**config.mk**
```make
export PLATFORM = sky130hd
export DESIGN_NAME = trap_csr_unit
export DESIGN_NICKNAME = d
export VERILOG_FILES = /design/src/rtl/trap_csr_unit.sv
export SDC_FILE = /design/constraint.sdc
export NUM_CORES = 1
export LEC_CHECK = 0
export BUFFER_PORTS_ARGS = -buffer_cell sky130_fd_sc_hd__buf_4
export CELL_PAD_IN_SITES_DETAIL_PLACEMENT = 0
export CELL_PAD_IN_SITES_GLOBAL_PLACEMENT = 2
export CORE_ASPECT_RATIO = 0.5
export CORE_MARGIN = 2
export CORE_UTILIZATION = 29
export DETAILED_ROUTE_END_ITERATION = 10
export PLACE_DENSITY = 0.84
export SYNTH_ARGS = -nofsm -noshare
export SYNTH_HDL_FRONTEND = slang
export SYNTH_SLANG_ARGS = --single-unit
```
**constraint.sdc**
```tcl
create_clock -name clk -period 2.3 [get_ports clk]
set_clock_uncertainty 0.1 [all_clocks]
set_input_delay 0.345 -clock clk [delete_from_list [all_inputs] [get_ports clk]]
set_output_delay 0.345 -clock clk [all_outputs]
set_load 0.02 [all_outputs]
```
**src/rtl/trap_csr_unit.sv**
```systemverilog
// trap_csr_unit: machine-mode trap controller and trap CSR file.
// Holds mstatus/mie/mtvec/mepc/mcause/mip and synchronises the external
// interrupt lines. It arbitrates exceptions, MRET and interrupts in EX and
// issues a one-cycle redirect pulse. After each redirect it ignores new
// events while the pipeline drains.
// Optional feature: define TRAP_VECTORED_EN to enable vectored interrupt
// dispatch (mtvec[1:0]=01).
module trap_csr_unit #(
    parameter int unsigned     NUM_IRQ      = 4,
    parameter int unsigned     XLEN         = 32,
    parameter logic [XLEN-1:0] MTVEC_RESET  = 32'h0000_0100,
    parameter int unsigned     DRAIN_CYCLES = 2
) (
    input  logic               clk,
    input  logic               reset,
    input  logic [NUM_IRQ-1:0] irq_in,
    input  logic               csr_valid,
    input  logic [1:0]         csr_op,
    input  logic [11:0]        csr_addr,
    input  logic [XLEN-1:0]    csr_wdata,
    output logic [XLEN-1:0]    csr_rdata,
    input  logic               exc_valid,
    input  logic [4:0]         exc_cause,
    input  logic [XLEN-1:0]    ex_pc,
    input  logic               ex_live,
    input  logic               mret_valid,
    output logic               trap_redirect,
    output logic [XLEN-1:0]    trap_target,
    output logic [NUM_IRQ-1:0] irq_pending
);

    localparam logic [11:0] CSR_MSTATUS = 12'h300;
    localparam logic [11:0] CSR_MIE     = 12'h304;
    localparam logic [11:0] CSR_MTVEC   = 12'h305;
    localparam logic [11:0] CSR_MEPC    = 12'h341;
    localparam logic [11:0] CSR_MCAUSE  = 12'h342;
    localparam logic [11:0] CSR_MIP     = 12'h344;

    localparam logic [XLEN-1:0] ALIGN_MASK = {{(XLEN-2){1'b1}}, 2'b00};

    typedef enum logic [1:0] {
        ST_RUN,
        ST_ISSUE,
        ST_DRAIN
    } state_t;

    state_t             state;
    logic [2:0]         drain_cnt;
    logic [NUM_IRQ-1:0] irq_sync1;
    logic [NUM_IRQ-1:0] irq_sync2;

    logic               mstatus_mie;
    logic               mstatus_mpie;
    logic [NUM_IRQ-1:0] mie_q;
    logic [XLEN-1:0]    mtvec_q;
    logic [XLEN-1:0]    mepc_q;
    logic [XLEN-1:0]    mcause_q;

    logic               trap_redirect_q;
    logic [XLEN-1:0]    trap_target_q;

    logic [XLEN-1:0]    mstatus_val;
    logic [XLEN-1:0]    mepc_val;
    logic [XLEN-1:0]    mtvec_base;
    logic [NUM_IRQ-1:0] irq_active;
    logic               irq_any;
    logic [3:0]         irq_idx;
    logic [4:0]         irq_code;

    logic               in_run;
    logic               take_exc;
    logic               take_mret;
    logic               take_irq;
    logic               take_trap;
    logic               csr_we;
    logic [XLEN-1:0]    csr_wval;
    logic [XLEN-1:0]    trap_cause;
    logic [XLEN-1:0]    trap_vector;

    assign trap_redirect = trap_redirect_q;
    assign trap_target   = trap_target_q;
    assign irq_pending   = irq_sync2;

    // Assemble the architectural views of mstatus, mepc and the trap base.
    always_comb begin
        mstatus_val    = '0;
        mstatus_val[3] = mstatus_mie;
        mstatus_val[7] = mstatus_mpie;
        mepc_val       = mepc_q & ALIGN_MASK;
        mtvec_base     = mtvec_q & ALIGN_MASK;
    end

    // Pick the lowest-index line that is both pending and enabled.
    always_comb begin
        irq_active = irq_sync2 & mie_q;
        irq_any    = |irq_active;
        irq_idx    = '0;
        for (int unsigned i = NUM_IRQ; i > 0; i--) begin
            if (irq_active[i-1]) begin
                irq_idx = 4'(i - 1);
            end
        end
        irq_code = 5'd16 + {1'b0, irq_idx};
    end

    // Event arbitration: exception over MRET over interrupt, RUN state only.
    always_comb begin
        in_run    = (state == ST_RUN);
        take_exc  = in_run && exc_valid;
        take_mret = in_run && !exc_valid && mret_valid;
        take_irq  = in_run && !exc_valid && !mret_valid && ex_live
                    && mstatus_mie && irq_any;
        take_trap = take_exc || take_irq;
        csr_we    = in_run && csr_valid && (csr_op != 2'b00)
                    && !take_trap && !take_mret;
    end

    // Combinational read of the addressed CSR (old value).
    always_comb begin
        csr_rdata = '0;
        case (csr_addr)
            CSR_MSTATUS: csr_rdata = mstatus_val;
            CSR_MIE:     csr_rdata = {{(XLEN-NUM_IRQ){1'b0}}, mie_q};
            CSR_MTVEC:   csr_rdata = mtvec_q;
            CSR_MEPC:    csr_rdata = mepc_val;
            CSR_MCAUSE:  csr_rdata = mcause_q;
            CSR_MIP:     csr_rdata = {{(XLEN-NUM_IRQ){1'b0}}, irq_sync2};
            default:     csr_rdata = '0;
        endcase
    end

    // New CSR value for read-write, read-set and read-clear operations.
    always_comb begin
        case (csr_op)
            2'b01:   csr_wval = csr_wdata;
            2'b10:   csr_wval = csr_rdata | csr_wdata;
            2'b11:   csr_wval = csr_rdata & ~csr_wdata;
            default: csr_wval = csr_rdata;
        endcase
    end

    // Trap cause and redirect address for an accepted exception or interrupt.
    always_comb begin
        if (take_exc) begin
            trap_cause = {{(XLEN-5){1'b0}}, exc_cause};
        end else begin
            trap_cause = {1'b1, {(XLEN-6){1'b0}}, irq_code};
        end
`ifdef TRAP_VECTORED_EN
        if (take_irq && (mtvec_q[1:0] == 2'b01)) begin
            trap_vector = mtvec_base + {{(XLEN-7){1'b0}}, irq_code, 2'b00};
        end else begin
            trap_vector = mtvec_base;
        end
`else
        trap_vector = mtvec_base;
`endif
    end

    // Two-flop synchroniser on the asynchronous interrupt lines.
    always_ff @(posedge clk) begin
        if (reset) begin
            irq_sync1 <= '0;
            irq_sync2 <= '0;
        end else begin
            irq_sync1 <= irq_in;
            irq_sync2 <= irq_sync1;
        end
    end

    // RUN -> ISSUE -> DRAIN -> RUN sequencing with the registered redirect pulse.
    always_ff @(posedge clk) begin
        if (reset) begin
            state           <= ST_RUN;
            drain_cnt       <= '0;
            trap_redirect_q <= 1'b0;
            trap_target_q   <= '0;
        end else begin
            trap_redirect_q <= 1'b0;
            case (state)
                ST_RUN: begin
                    if (take_trap || take_mret) begin
                        state           <= ST_ISSUE;
                        trap_redirect_q <= 1'b1;
                        trap_target_q   <= take_mret ? mepc_val : trap_vector;
                    end
                end
                ST_ISSUE: begin
                    state     <= ST_DRAIN;
                    drain_cnt <= 3'(DRAIN_CYCLES - 1);
                end
                ST_DRAIN: begin
                    if (drain_cnt == '0) begin
                        state <= ST_RUN;
                    end else begin
                        drain_cnt <= drain_cnt - 3'd1;
                    end
                end
                default: state <= ST_RUN;
            endcase
        end
    end

    // CSR state: trap/MRET side effects take precedence over software writes.
    always_ff @(posedge clk) begin
        if (reset) begin
            mstatus_mie  <= 1'b0;
            mstatus_mpie <= 1'b0;
            mie_q        <= '0;
            mtvec_q      <= MTVEC_RESET;
            mepc_q       <= '0;
            mcause_q     <= '0;
        end else if (take_trap) begin
            mepc_q       <= ex_pc & ALIGN_MASK;
            mcause_q     <= trap_cause;
            mstatus_mpie <= mstatus_mie;
            mstatus_mie  <= 1'b0;
        end else if (take_mret) begin
            mstatus_mie  <= mstatus_mpie;
            mstatus_mpie <= 1'b1;
        end else if (csr_we) begin
            case (csr_addr)
                CSR_MSTATUS: begin
                    mstatus_mie  <= csr_wval[3];
                    mstatus_mpie <= csr_wval[7];
                end
                CSR_MIE:    mie_q <= csr_wval[NUM_IRQ-1:0];
`ifdef TRAP_VECTORED_EN
                CSR_MTVEC:  mtvec_q <= csr_wval;
`else
                CSR_MTVEC:  mtvec_q <= csr_wval & ALIGN_MASK;
`endif
                CSR_MEPC:   mepc_q   <= csr_wval & ALIGN_MASK;
                CSR_MCAUSE: mcause_q <= csr_wval;
                default:    ;
            endcase
        end
    end

endmodule

```
Word-level counts from Yosys, hierarchy flattened
Index checks and enable logic that the tools add are counted.

word-level totals
  register bits after elaboration = 144
  bits in latches = 0
  bits in writable memories = 0
  memory bits (read-only) = 0
  input port bits = 93
  logic and storage cells = 105
  memories kept = 0

cells by class
  add/subtract/negate cells = 2
  multipliers = 0
  divide/modulo/power cells = 0
  magnitude comparators = 0
  equal/unequal tests = 15
  shift operators = 0
  muxes and demuxes = 29
  bitwise logic cells = 7
  reductions and logical operators = 40

operators with widths
  cell                                                                     count
  32-bit 2-to-1 mux                                                        10
  32-bit one-hot mux with 6 select lines                                   1
  32-bit one-hot mux with 3 select lines                                   1
  12-bit by 10-bit equality test with 1-bit output, second input constant  6
  32-bit AND                                                               1
  32-bit NOT                                                               1
  32-bit OR                                                                1
  2-bit nonzero test                                                       7
  4-bit 2-to-1 mux                                                         3
  1-bit logical AND                                                        11
  2-bit AND reduction                                                      5
  1-bit 2-to-1 mux                                                         8
  4-bit AND reduction                                                      2
  2-bit equality test, second input constant                               3
  2-bit 2-to-1 mux                                                         3
  2-bit one-hot mux with 3 select lines                                    1
  3-bit one-hot mux with 2 select lines                                    1
  3-bit AND reduction                                                      2
  3-bit nonzero test                                                       2
  5-bit by 4-bit adder with 5-bit output, first input constant             1
  4-bit AND                                                                1
  2-bit by 1-bit equality test with 1-bit output, second input constant    2
  1-bit zero test                                                          4
  2-bit by 1-bit inequality test with 1-bit output, second input constant  2
  other kinds (9)                                                          14

Logic depth before layout (Yosys ltp)
Gate-level depths: netlist (run 1).

  depth in word-level cells = 13
  gate-level depth with buffers = 10
  gate-level depth less buffers = 6

Worst setup path before layout (run 1)
No wires, ideal clock.

  path type = input-to-output
  from = in csr_addr[7]
  to = out csr_rdata[8]
  arrival = 2.043 ns
  required time = 1.855 ns
  path slack = -0.188 ns
  cell stages on the path = 9
  path buffers = 4
  path through = buf_6 or3_4 or3_1 buf_6 nor2_8 buf_6 buf_2 nand2_1 o21ai_0

between the ends
  word-level cells in the longest chain between the ends = 2

RTL lines
  item                                              RTL line  text
  start: declaration                                19        input logic [11:0] csr_addr,
  12-bit by 10-bit equality test with 1-bit output  121       case (csr_addr)
  32-bit one-hot mux with 6 select lines *          121
  end: declaration                                  21        output logic [XLEN-1:0] csr_rdata,

Mark *: on every way between the ends. The rest lies on a longest branch, timed or not.

Final worst setup path (run 1)
  from = in csr_addr[0]
  to = out csr_rdata[6]

The elaborated chain is that of the path after synthesis.

==> metrics.md, run 1 <==
| Metric | Value |
|---|---|
| Clock root buffer | `clkbuf_16` |
| Top-count cell post-synth | `nand2_1` |
| Hold path endpoint | `irq_sync1[0]` |
| Num CTS Buffers | `17` |
| VDD IR-drop max | `0.509 mV` |
| Reg power frac | `39.7%` |
| Worst-path clk slew | `0.06 ns` |
| Vias in the first global route | `8374` |
| Gr usage total | `21.5%` |
| Arr. time, crit path | `1.94 ns` |
| Max-cap check violation count | `0` |
| DRC | `0` |
| Die Area | `0.0281 sq mm` |
| Unique masters post-synth | `72` |
| Clock tree from TritonCTS | `yes` |
| Worst EP required | `1.86 ns` |
| Antenna violations before repair | `1` |
| Mux cell area share after synthesis | `2.00%` |
| Cell taking the most area after synthesis | `dfxtp_1` |
| Tcrit/Tclk final | `104%` |
| Yosys reg bits | `142` |
| Drt first pass iters | `5` |
| Status | `finished, violations left` |
| Hold path cells | `2` |
| Total power | `0.00663 W` |
| GP Congestion | `0.855` |
| Footprint of the multi-input gates | `0.00487 sq mm` |
| Routed wire length | `31.7 mm` |
| Clock latency on the worst-skew pair | `0.43 ns` |
| Ys flop type | `dfxtp_1` |
| Ports | `162` |
| Max Slew Vio Count | `0` |
| Post-synth EDFFs | `0` |
| Setup Crit Path Kind | `in2out` |
| RSZ-0062 raised after global routing | `yes` |
| Fmax achieved | `419 MHz` |
| Adder-cell share of the synthesized area | `0.323%` |
| Synth-to-Final Area Change | `49.5%` |
| Slew headroom | `63.7%` |
| P_leak | `4.64 nW` |
| Setup crit end kind | `output pin` |
| Total gr overflow | `0` |
| CP startpoint | `csr_addr[0]` |
| Crit-path max FO | `5` |
| Htree depth | `4` |
| Port bufs | `157` |
| Global-route wire length before repair | `47.4 mm` |
| Sequential share of the synthesized area | `36.7%` |
| R2R Path Start | `mie_q[1]` |
| Sum Neg Setup Slack | `-0.809 ns` |
| Proportion of layout cells with a drive suffix above 1 | `36.7%` |
| DP Worst Slack | `-0.262 ns` |
| Fin nets | `1286` |
| Final setup viols | `25` |
| Die Y | `120 microns` |
| Post-synth top cells | `153 x nand2_1, 142 x dfxtp_1, 78 x nor2_1` |
| Measured slew at the worst slew-check pin | `0.544 ns` |
| Main combinational cell family by area after synthesis | `compound AO/OA/AOI/OAI gates` |
| WL/cell | `20.4 microns` |
| Hold path start | `irq_in[0]` |
| Final hold vios | `0` |
| Max clock buf depth | `2` |
| Cell Area, Synth | `0.00774 sq mm` |
| Worst reg2reg setup slack | `0.01 ns` |
| Sw Ratio | `27.6%` |
| RR Endpoint | `mepc_q[15]` |
| Post-Synth XOR/XNOR Area | `2.04%` |
| Starting DRT DRC Count | `719` |
| Met3 Use GR | `3.61%` |
| Design Area, Final | `0.0116 sq mm` |
| Top cell type's share of synthesized area | `36.7%` |
| Placed inst area | `0.0101 sq mm` |
| Hpwl dp | `21.8 mm` |
| Seq. cell area | `0.00285 sq mm` |
| Simple-gate area share of the yosys netlist | `23.4%` |
| Post-Syn Area per Cell | `8.14 sq um` |
| Core area | `0.0263 sq mm` |
| Vias per std cell | `5.48` |
| Gate power share | `16.2%` |
| Worst r2r path cells | `7` |
| Int Pwr | `0.00480 W` |
| Met1 Use GR | `29.0%` |
| Synth top area cells | `dfxtp_1 37%, nand2_1 7.4%, a22o_1 4.9%` |
| Violated checks | `setup timing` |
| GRT busiest layer | `met2` |
| CP Launch Type | `input pin` |
| Hold WS | `0.0258 ns` |
| Power Dens Cells | `573 mW/mm^2` |
| Hold Path Class | `in2reg` |
| Clock share of power | `44.0%` |
| NetSw | `0.00183 W` |
| Antenna Violating Nets Remaining | `0` |
| Clock Sinks | `142` |
| Initial Util | `29.4%` |
| Minimum clock period | `2.38 ns` |
| GR Layer Usage met2 | `34.7%` |
| FFs w/ async S/R, synth | `0%` |
| Synth Area in Compound Gates | `29.0%` |
| CTS Hold Bufs | `0` |
| Number of fill cells | `2577` |
| Worst setup margin | `-0.0850 ns` |
| Rows | `42` |
| Pin count of the biggest net entering global routing | `63` |
| Synthesized instance count | `951` |
| Die width | `235 microns` |
| Yosys warning total | `0` |
| Total number of vias | `8532` |
[layer usage]
metal / up-vias / part of all wire, % / routed length (microns)
li1: 3979 / - / -
met1: 4174 / 45 / 14300
met2: 316 / 47 / 14900
met3: 63 / 5.7 / 1800
met4: 0 / 2.6 / 824
met5: - / 0 / 0
[registers in the layout (all words and copies together) (netlist names), 2 cells and up]
name         cells
drain_cnt        3
irq_pending      4
irq_sync1        4
mcause_q        32
mepc_q          30
mie_q            4
mtvec_q         30
state            2
trap_target     30
[area by class of cell]
class | count | share of cell area [%]
clock buffers | 20 | 3.95
multi-input cells | 711 | 42.1
inverters | 18 | 0.584
flip-flops and latches | 142 | 24.6
clock inverters | 12 | 1.35
repair buffers | 301 | 23.6
diodes | 1 | 0.0216
well taps | 352 | 3.81
[worst max-delay path, cell delays in order]
cell     delay (ns)
buf_6          0.09
or4b_4         0.58
buf_6          0.15
nor3_4         0.21
buf_6          0.18
a22oi_2        0.06
nor2_2         0.17
buf_6          0.14
[worst max-delay path by stage]
stage                                to  slack (ns)  cells past startpoint
after floorplan           csr_rdata[11]       -0.02                      8
after global placement     csr_rdata[9]       -0.26                      9
after detailed placement     mtvec_q[2]       -0.26                      9
after CTS                 csr_rdata[14]       -0.11                      8
after global routing       csr_rdata[6]       -0.12                      8
final                      csr_rdata[6]       -0.08                      8
[power by group through the flow]
stage	clock network [W]	logic, W	registers, W
5_1_grt	0.00306	0.00115	0.00264
3_3_place_gp	0	0.000986	0.00268
2_1_floorplan	0	0.000483	0.00271
4_1_cts	0.00295	0.00102	0.00263
3_5_place_dp	0	0.000997	0.00268
6_report	0.00292	0.00108	0.00263
[per-stage QoR]
stage | util, % | cells
global placement | 38.3 | 1487
detailed placement | 38.3 | 1487
floorplan | - | 952
finish | 44.0 | 1557
CTS | 42.5 | 1536
global route | 44.0 | 1557
[cell families (layout without fill, tap and decap cells)]
family	count (synthesis)	after routing
mux	15	15
xor+xnor	18	18
simple gates	369	369
buf+inv	99	351
fa+ha+maj	2	2
other cells	1	3
flops	142	142
compound gates	305	305
[repair_timing]
| item | 4_1_cts | 5_1_grt |
|---|---|---|
| buffers inserted | 16 | 17 |
| cloned | 1 | 4 |
| setup endpoints to repair | 71 | 89 |
| gates resized for setup | 79 | 55 |
| pin swaps | 35 | 40 |
| hold endpoints to repair | 0 | 0 |
[placed cells by master, fill, tap and decap left out, types with 12 or more instances in the layout]
| cell type | n |
|---|---|
| nand2_1 | 133 |
| a21oi_1 | 24 |
| buf_4 | 235 |
| nor2b_1 | 23 |
| a22oi_1 | 29 |
| buf_12 | 19 |
| o21a_1 | 13 |
| dfxtp_1 | 140 |
| inv_1 | 17 |
| buf_6 | 42 |
| o21ai_0 | 32 |
| nand3_1 | 24 |
| nor2_1 | 71 |
| a211oi_1 | 21 |
| a311oi_1 | 31 |
| a32oi_1 | 12 |
| a22o_4 | 14 |
| a22o_1 | 29 |
| o21ai_1 | 24 |
| clkbuf_16 | 20 |
| nand2_2 | 13 |
| a21o_1 | 14 |
(Power assumes the default switching activity.)
==> run 2: changes to the inputs <==
--- a/config.mk
+++ b/config.mk
@@ -13,6 +13,7 @@
 export CORE_UTILIZATION = 29
 export DETAILED_ROUTE_END_ITERATION = 10
 export PLACE_DENSITY = 0.84
+export REMOVE_ABC_BUFFERS = 1
 export SYNTH_ARGS = -nofsm -noshare
 export SYNTH_HDL_FRONTEND = slang
 export SYNTH_SLANG_ARGS = --single-unit
==> run 2 against run 1 <==
  * The flow still finishes with violations (setup timing)
  * Total power rose by 1.9%
  * Non-clock buffer count grew 6
  * Setup slack worse by 0.032 ns
  * Largest cell class unchanged
==> metrics.md, run 2 (synthesized netlist as in run 1, its figures left out) <==
| Metric | Value |
|---|---|
| Antenna violations before repair | `0 (was 1)` |
| Die Y | `120 microns (unchanged)` |
| Final hold vios | `0 (unchanged)` |
| Most frequent cells in the layout | `253 x buf_4, 141 x dfxtp_1, 140 x nand2_1, 76 x nor2_1, 43 x o21ai_0 (was 235 x buf_4, 140 x dfxtp_1, 133 x nand2_1, 71 x nor2_1, 42 x buf_6)` |
| Initial Util | `29.4% (unchanged)` |
| Die Area | `0.0281 sq mm (unchanged)` |
| Hold Path Class | `in2reg (unchanged)` |
| Crit-path max FO | `7 (was 5)` |
| R2R Path Start | `irq_pending[1] (was mie_q[1])` |
| CP delay by family, top | `simple AND/OR/NAND/NOR gates (unchanged)` |
| DP Worst Slack | `-0.276 ns (was -0.262 ns)` |
| Proportion of layout cells with a drive suffix above 1 | `34.2% (was 36.7%)` |
| Slowest CP cell | `or4b_4 (unchanged)` |
| Pin count of the biggest net entering global routing | `64 (was 63)` |
| P_leak | `4.52 nW (was 4.64 nW)` |
| Max-cap check violation count | `0 (unchanged)` |
| Cell Chain, Critical Path | `buf_8 -> or4b_4 -> nor2_4 -> buf_6 -> buf_12 -> a22o_1 -> a22o_1 -> buf_6 (was buf_6 -> or4b_4 -> buf_6 -> nor3_4 -> buf_6 -> a22oi_2 -> nor2_2 -> buf_6)` |
| Clock Sinks | `142 (unchanged)` |
| Commonest non-fill, non-tap cell in the layout | `buf_4 (unchanged)` |
| Hold path cells | `2 (unchanged)` |
| Status | `finished, violations left (unchanged)` |
| Worst reg2reg setup slack | `0.12 ns (was 0.01 ns)` |
| Tcrit/Tclk final | `105% (was 104%)` |
| Worst-path clk slew | `0.06 ns (about the same)` |
| Worst EP required | `1.86 ns (about the same)` |
| CP startpoint | `csr_addr[4] (was csr_addr[0])` |
| RSZ-0062 raised after global routing | `yes (unchanged)` |
| Number of fill cells | `2616 (was 2577)` |
| Max clock buf depth | `2 (unchanged)` |
| Clock tree from TritonCTS | `yes (unchanged)` |
| Hold path endpoint | `irq_sync1[0] (unchanged)` |
| Final setup viols | `24 (was 25)` |
| Largest register FFs | `32 (unchanged)` |
| Minimum clock period | `2.42 ns (was 2.38 ns)` |
| Ports | `162 (unchanged)` |
| Hold WS | `0.0179 ns (was 0.0258 ns)` |
| Design Area, Final | `0.0114 sq mm (was 0.0116 sq mm)` |
| Vias in the first global route | `8502 (was 8374)` |
| Violated checks | `setup timing (unchanged)` |
| Htree depth | `4 (unchanged)` |
| Arr. time, crit path | `1.97 ns (was 1.94 ns)` |
| Global-route wire length before repair | `47.8 mm (was 47.4 mm)` |
| Max Slew Vio Count | `0 (unchanged)` |
| CTS Hold Bufs | `0 (unchanged)` |
| Footprint of the multi-input gates | `0.00468 sq mm (was 0.00487 sq mm)` |
| VDD IR-drop max | `0.374 mV (was 0.509 mV)` |
| Drt first pass iters | `5 (unchanged)` |
| Power Dens Cells | `595 mW/mm^2 (was 573 mW/mm^2)` |
| Antenna Violating Nets Remaining | `0 (unchanged)` |
| Routed wire length | `31.0 mm (was 31.7 mm)` |
| GP Congestion | `0.929 (was 0.855)` |
| Reg with most FFs | `mcause_q (unchanged)` |
| Gr usage total | `21.9% (was 21.5%)` |
| Placed inst area | `0.0100 sq mm (was 0.0101 sq mm)` |
| Fmax achieved | `414 MHz (was 419 MHz)` |
| Die width | `235 microns (unchanged)` |
| Total gr overflow | `0 (unchanged)` |
| Int Pwr | `0.00490 W (was 0.00480 W)` |
| Fin nets | `1294 (was 1286)` |
| CP Launch Type | `input pin (unchanged)` |
| Total number of vias | `8547 (was 8532)` |
| Setup Crit Path Kind | `in2out (unchanged)` |
| Critical Path Max Stage Delay | `0.55 ns (was 0.58 ns)` |
| Num CTS Buffers | `17 (unchanged)` |
| Gate power share | `15.8% (was 16.2%)` |
| Clock root buffer | `clkbuf_16 (unchanged)` |
| Synth-to-Final Area Change | `46.7% (was 49.5%)` |
| RR Endpoint | `mepc_q[29] (was mepc_q[15])` |
| NetSw | `0.00186 W (was 0.00183 W)` |
| Hpwl dp | `21.5 mm (was 21.8 mm)` |
| Slew headroom | `64.1% (was 63.7%)` |
| Clock latency on the worst-skew pair | `0.43 ns (about the same)` |
| Worst setup margin | `-0.117 ns (was -0.0850 ns)` |
| Setup crit end kind | `output pin (unchanged)` |
| ANT cells | `0 (was 1)` |
| Sw Ratio | `27.5% (was 27.6%)` |
| Core Util, Final | `43.1% (was 44.0%)` |
| Seq. cell area | `0.00284 sq mm (was 0.00285 sq mm)` |
| Rows | `42 (unchanged)` |
| Measured slew at the worst slew-check pin | `0.538 ns (was 0.544 ns)` |
| Buf/Inv on CP | `4 (unchanged)` |
| Port bufs | `157 (unchanged)` |
| Core area | `0.0263 sq mm (unchanged)` |
| Hold path start | `irq_in[0] (unchanged)` |
| DRC | `0 (unchanged)` |
| WL/cell | `19.8 microns (was 20.4 microns)` |
| Starting DRT DRC Count | `706 (was 719)` |
| Clock share of power | `45.2% (was 44.0%)` |
| Worst r2r path cells | `7 (unchanged)` |
| Vias per std cell | `5.46 (was 5.48)` |
| Reg power frac | `39.0% (was 39.7%)` |
[run 2: changes by cell type in the layout (fill, tap and decap cells not counted), sizes merged]
cell	delta
clkinvlp	-3
clkbuf	-5
nor3	+1
diode	-1
buf	+9
inv	+1
bufinv	+1
clkinv	+3
nor2	+1
[run 2: worst max-delay path by stage]
stage | to | slack (ns) | cells past startpoint
final | csr_rdata[29] | -0.12 | 8
after global routing | csr_rdata[29] | -0.17 | 8
after CTS | csr_rdata[29] | -0.12 | 8
after detailed placement | mcause_q[28] | -0.28 | 6
after global placement | csr_rdata[29] | -0.24 | 7
after floorplan | mtvec_q[8] | -1.03 | 6
[run 2: power by group through the flow]
stage          Combinational, W  Sequential [W]  Clock, W
5_1_grt                 0.00114         0.00264   0.00323
4_1_cts                 0.00103         0.00263   0.00311
3_3_place_gp           0.000986         0.00268         0
2_1_floorplan          0.000388         0.00271         0
3_5_place_dp           0.000999         0.00268         0
6_report                0.00107         0.00263   0.00306
[run 2: layout make-up]
cell class	count	share of cell area, %
clock buffer	18	3.87
clock inverter	14	1.81
inverter	18	0.595
multi-input combinational	713	41.2
sequential	142	25.1
tap	352	3.88
timing repair buffer	307	23.6
[run 2: routing by layer]
metal	GRT usage, %	wire length [microns]
met5	0	0
met4	7.71	702
met3	4.16	1710
met2	35.6	14500
met1	29.1	14000
[run 2: what timing repair did]
item | 4_1_cts | 5_1_grt
resized for setup | 62 | 40
pin swaps | 35 | 39
setup buffers | 21 | 12
setup endpoints to repair | 55 | 93
endpoints found under the hold margin | 0 | 0
cloned | 3 | 0
[run 2: stage by stage]
stage	setup TNS [ns]	instances	total power, W
6_report	-1.47	1564	0.00676
5_1_grt	-2.86	1564	0.00702
3_5_place_dp	-18.33	1501	0.00368
4_1_cts	-1.95	1555	0.00677
2_1_floorplan	-88.94	871	0.00310
3_3_place_gp	-15.38	1501	0.00367
==> run 3: changes to the inputs <==
--- a/config.mk
+++ b/config.mk
@@ -10,9 +10,9 @@
 export CELL_PAD_IN_SITES_GLOBAL_PLACEMENT = 2
 export CORE_ASPECT_RATIO = 0.5
 export CORE_MARGIN = 2
-export CORE_UTILIZATION = 29
+export CORE_UTILIZATION = 32
 export DETAILED_ROUTE_END_ITERATION = 10
-export PLACE_DENSITY = 0.84
+export PLACE_DENSITY = 0.87
 export REMOVE_ABC_BUFFERS = 1
 export SYNTH_ARGS = -nofsm -noshare
 export SYNTH_HDL_FRONTEND = slang
==> constraint.sdc (replaced) <==
create_clock -name clk -period 2.7 [get_ports clk]
set_clock_uncertainty 0.1 [all_clocks]
set_input_delay 0.405 -clock clk [delete_from_list [all_inputs] [get_ports clk]]
set_output_delay 0.405 -clock clk [all_outputs]
set_load 0.02 [all_outputs]
==> run 3 against run 2 <==
  * The run now ends clean
  * Utilization decreased by 0.45 points
  * Critical path depth shrank 1
  * Total power fell by 19%
  * Sequential cell count is the same
  * Largest cell class unchanged
  * Largest power group unchanged
  * Sequential share of layout area rose by 2.9 points
  * Die area fell by 9.1%
  * Cell count decreased by 6.9%
  * Worst hold slack gained 0.053 ns
  * Design area fell by 10%
  * Clock-buffer cell count is 2 higher
  * Non-clock buffer count decreased by 71
==> metrics.md, run 3 (synthesized netlist as in run 1, its figures left out) <==
| Metric | Value |
|---|---|
| Reg with most FFs | `mcause_q (unchanged)` |
| DRC | `0 (unchanged)` |
| Final setup viols | `0 (was 24)` |
| Fmax achieved | `381 MHz` |
| Worst setup margin | `0.0721 ns (was -0.117 ns)` |
| Hold path endpoint | `mcause_q[31] (was irq_sync1[0])` |
| Hold path start | `exc_valid (was irq_in[0])` |
| Die Area | `0.0255 sq mm (was 0.0281 sq mm)` |
| Max layer used | `met4 (unchanged)` |
| VDD IR-drop max | `0.431 mV (was 0.374 mV)` |
| Routed met2 length | `13.7 mm (was 14.5 mm)` |
| Most frequent cells in the layout | `229 x buf_4, 152 x nand2_1, 142 x dfxtp_1, 78 x nor2_1, 48 x o21ai_0 (was 253 x buf_4, 141 x dfxtp_1, 140 x nand2_1, 76 x nor2_1, 43 x o21ai_0)` |
| Setup Crit Path Kind | `in2out (unchanged)` |
| Num CTS Buffers | `17 (unchanged)` |
| Placed inst area | `0.00952 sq mm (was 0.0100 sq mm)` |
| RSZ-0062 raised after global routing | `no (was yes)` |
| Final hold vios | `0 (unchanged)` |
| Synth-to-Final Area Change | `31.6% (was 46.7%)` |
| Seq. cell area | `0.00284 sq mm (about the same)` |
| P_leak | `3.98 nW (was 4.52 nW)` |
| Arr. time, crit path | `2.12 ns (was 1.97 ns)` |
| DP Worst Slack | `-0.00420 ns (was -0.276 ns)` |
| Clock latency on the worst-skew pair | `0.44 ns (was 0.43 ns)` |
| Fin nets | `1221 (was 1294)` |
| Total number of vias | `8212 (was 8547)` |
| Hold WS | `0.0705 ns (was 0.0179 ns)` |
| R2R Path Start | `state[1] (was irq_pending[1])` |
| GP Congestion | `0.907 (was 0.929)` |
| Clock root buffer | `clkbuf_16 (unchanged)` |
| Htree depth | `4 (unchanged)` |
| Global-route wire length before repair | `45.0 mm (was 47.8 mm)` |
| Max Slew Vio Count | `0 (unchanged)` |
| Worst EP required | `2.19 ns (was 1.86 ns)` |
| RR Endpoint | `trap_target[8] (was mepc_q[29])` |
| Clock tree from TritonCTS | `yes (unchanged)` |
| Max-cap check violation count | `0 (unchanged)` |
| Status | `finished clean (was finished, violations left)` |
| Worst reg2reg setup slack | `0.25 ns (was 0.12 ns)` |
| Drt first pass iters | `8 (was 5)` |
| Hold Path Class | `in2reg (unchanged)` |
| Initial Util | `32.4% (was 29.4%)` |
| Power Dens Cells | `537 mW/mm^2 (was 595 mW/mm^2)` |
| WL/cell | `20.3 microns (was 19.8 microns)` |
| Core area | `0.0239 sq mm (was 0.0263 sq mm)` |
| Worst r2r path cells | `7 (unchanged)` |
| Vias in the first global route | `7989 (was 8502)` |
| Total gr overflow | `0 (unchanged)` |
| Post-Route M1 WL | `13.3 mm (was 14.0 mm)` |
| Measured slew at the worst slew-check pin | `0.554 ns (was 0.538 ns)` |
| Footprint of the multi-input gates | `0.00443 sq mm (was 0.00468 sq mm)` |
| Pin count of the biggest net entering global routing | `37 (was 64)` |
| Largest register FFs | `32 (unchanged)` |
| Port bufs | `157 (unchanged)` |
| Sum Neg Setup Slack | `0 ns (was -1.47 ns)` |
| Max clock buf depth | `2 (unchanged)` |
| Gr usage total | `23.1% (was 21.9%)` |
| Worst-path clk slew | `0.06 ns (about the same)` |
| Ports | `162 (unchanged)` |
| Slew headroom | `62.7% (was 64.1%)` |
| Clock Sinks | `142 (unchanged)` |
| Starting DRT DRC Count | `616 (was 706)` |
| Number of fill cells | `2357 (was 2616)` |
| Crit-path max FO | `14 (was 7)` |
| Hold path cells | `2 (unchanged)` |
| CP Launch Type | `input pin (unchanged)` |
| Antenna Violating Nets Remaining | `0 (unchanged)` |
| Core Util, Final | `42.7% (was 43.1%)` |
| Rows | `40 (was 42)` |
| DR WL met3 | `1.93 mm (was 1.71 mm)` |
| Tcrit/Tclk final | `97.3%` |
| Routed wire length | `29.6 mm (was 31.0 mm)` |
| Vias per std cell | `5.64 (was 5.46)` |
| Minimum clock period | `2.63 ns` |
| CP startpoint | `csr_addr[5] (was csr_addr[4])` |
| Setup crit end kind | `output pin (unchanged)` |
| Commonest non-fill, non-tap cell in the layout | `buf_4 (unchanged)` |
| Design Area, Final | `0.0102 sq mm (was 0.0114 sq mm)` |
| Antenna violations before repair | `0 (unchanged)` |
| Hpwl dp | `20.7 mm (was 21.5 mm)` |
| Proportion of layout cells with a drive suffix above 1 | `26.3% (was 34.2%)` |
| Die width | `224 microns (was 235 microns)` |
| Die Y | `114 microns (was 120 microns)` |
## run 3: changes by cell type in the layout (fill, tap and decap cells not counted), moves of 3 or more
cell	previous run	this run
a22o_1	38	43
a22o_4	5	0
a22oi_1	33	39
a22oi_2	6	0
buf_12	16	7
buf_4	253	229
buf_6	34	0
buf_8	3	0
nand2_1	140	152
nand2_2	12	1
o21ai_0	43	48
o21ai_1	17	14
## run 3: worst max path at each step
stage                         end  slack, ns  cells after the start
floorplan              mtvec_q[8]      -0.63                      6
finish              csr_rdata[26]       0.07                      7
detailed placement   mcause_q[29]     -0.004                      8
global placement     mcause_q[11]       0.08                      8
global route         csr_rdata[9]       0.02                      8
CTS                  csr_rdata[2]       0.06                      7
## run 3: layer usage
layer	GRT usage, %	vias up
met1	30.8	4036
met2	36.9	284
met5	0	-
met4	9.02	0
li1	-	3847
met3	4.82	45
## run 3: layout make-up
class	count	area share (%)
flip-flops and latches	142	27.9
clock buffers	20	4.48
inverters	18	0.663
multi-input cells	711	43.4
well taps	315	3.87
repair buffers	236	18.3
clock inverters	12	1.34
diodes	2	0.0491
## run 3: repair_timing
item,in CTS,in global routing
hold buffers,0,0
resized for setup,0,1
buffers inserted,0,7
endpoints found under the setup margin,0,25
## run 3: report_power, final
| part | total (W) | internal (W) | switching, W |
|---|---|---|---|
| clock network | 0.00240 | 0.00141 | 0.000991 |
| logic | 0.000823 | 0.000343 | 0.000481 |
| registers | 0.00224 | 0.00218 | 0.0000605 |
## run 3: per-stage QoR
step                total power, W  std cells
detailed placement         0.00309       1415
finish                     0.00547       1456
global placement           0.00308       1415
CTS                        0.00550       1447
global route               0.00567       1454
floorplan                  0.00264        871
## run 3: worst max-delay path, cell delays in order
cell    delay [ns]
buf_4         0.14
or3_4         0.38
or3_1         0.48
nor2_8        0.16
buf_12        0.18
a22o_1        0.20
buf_4         0.16
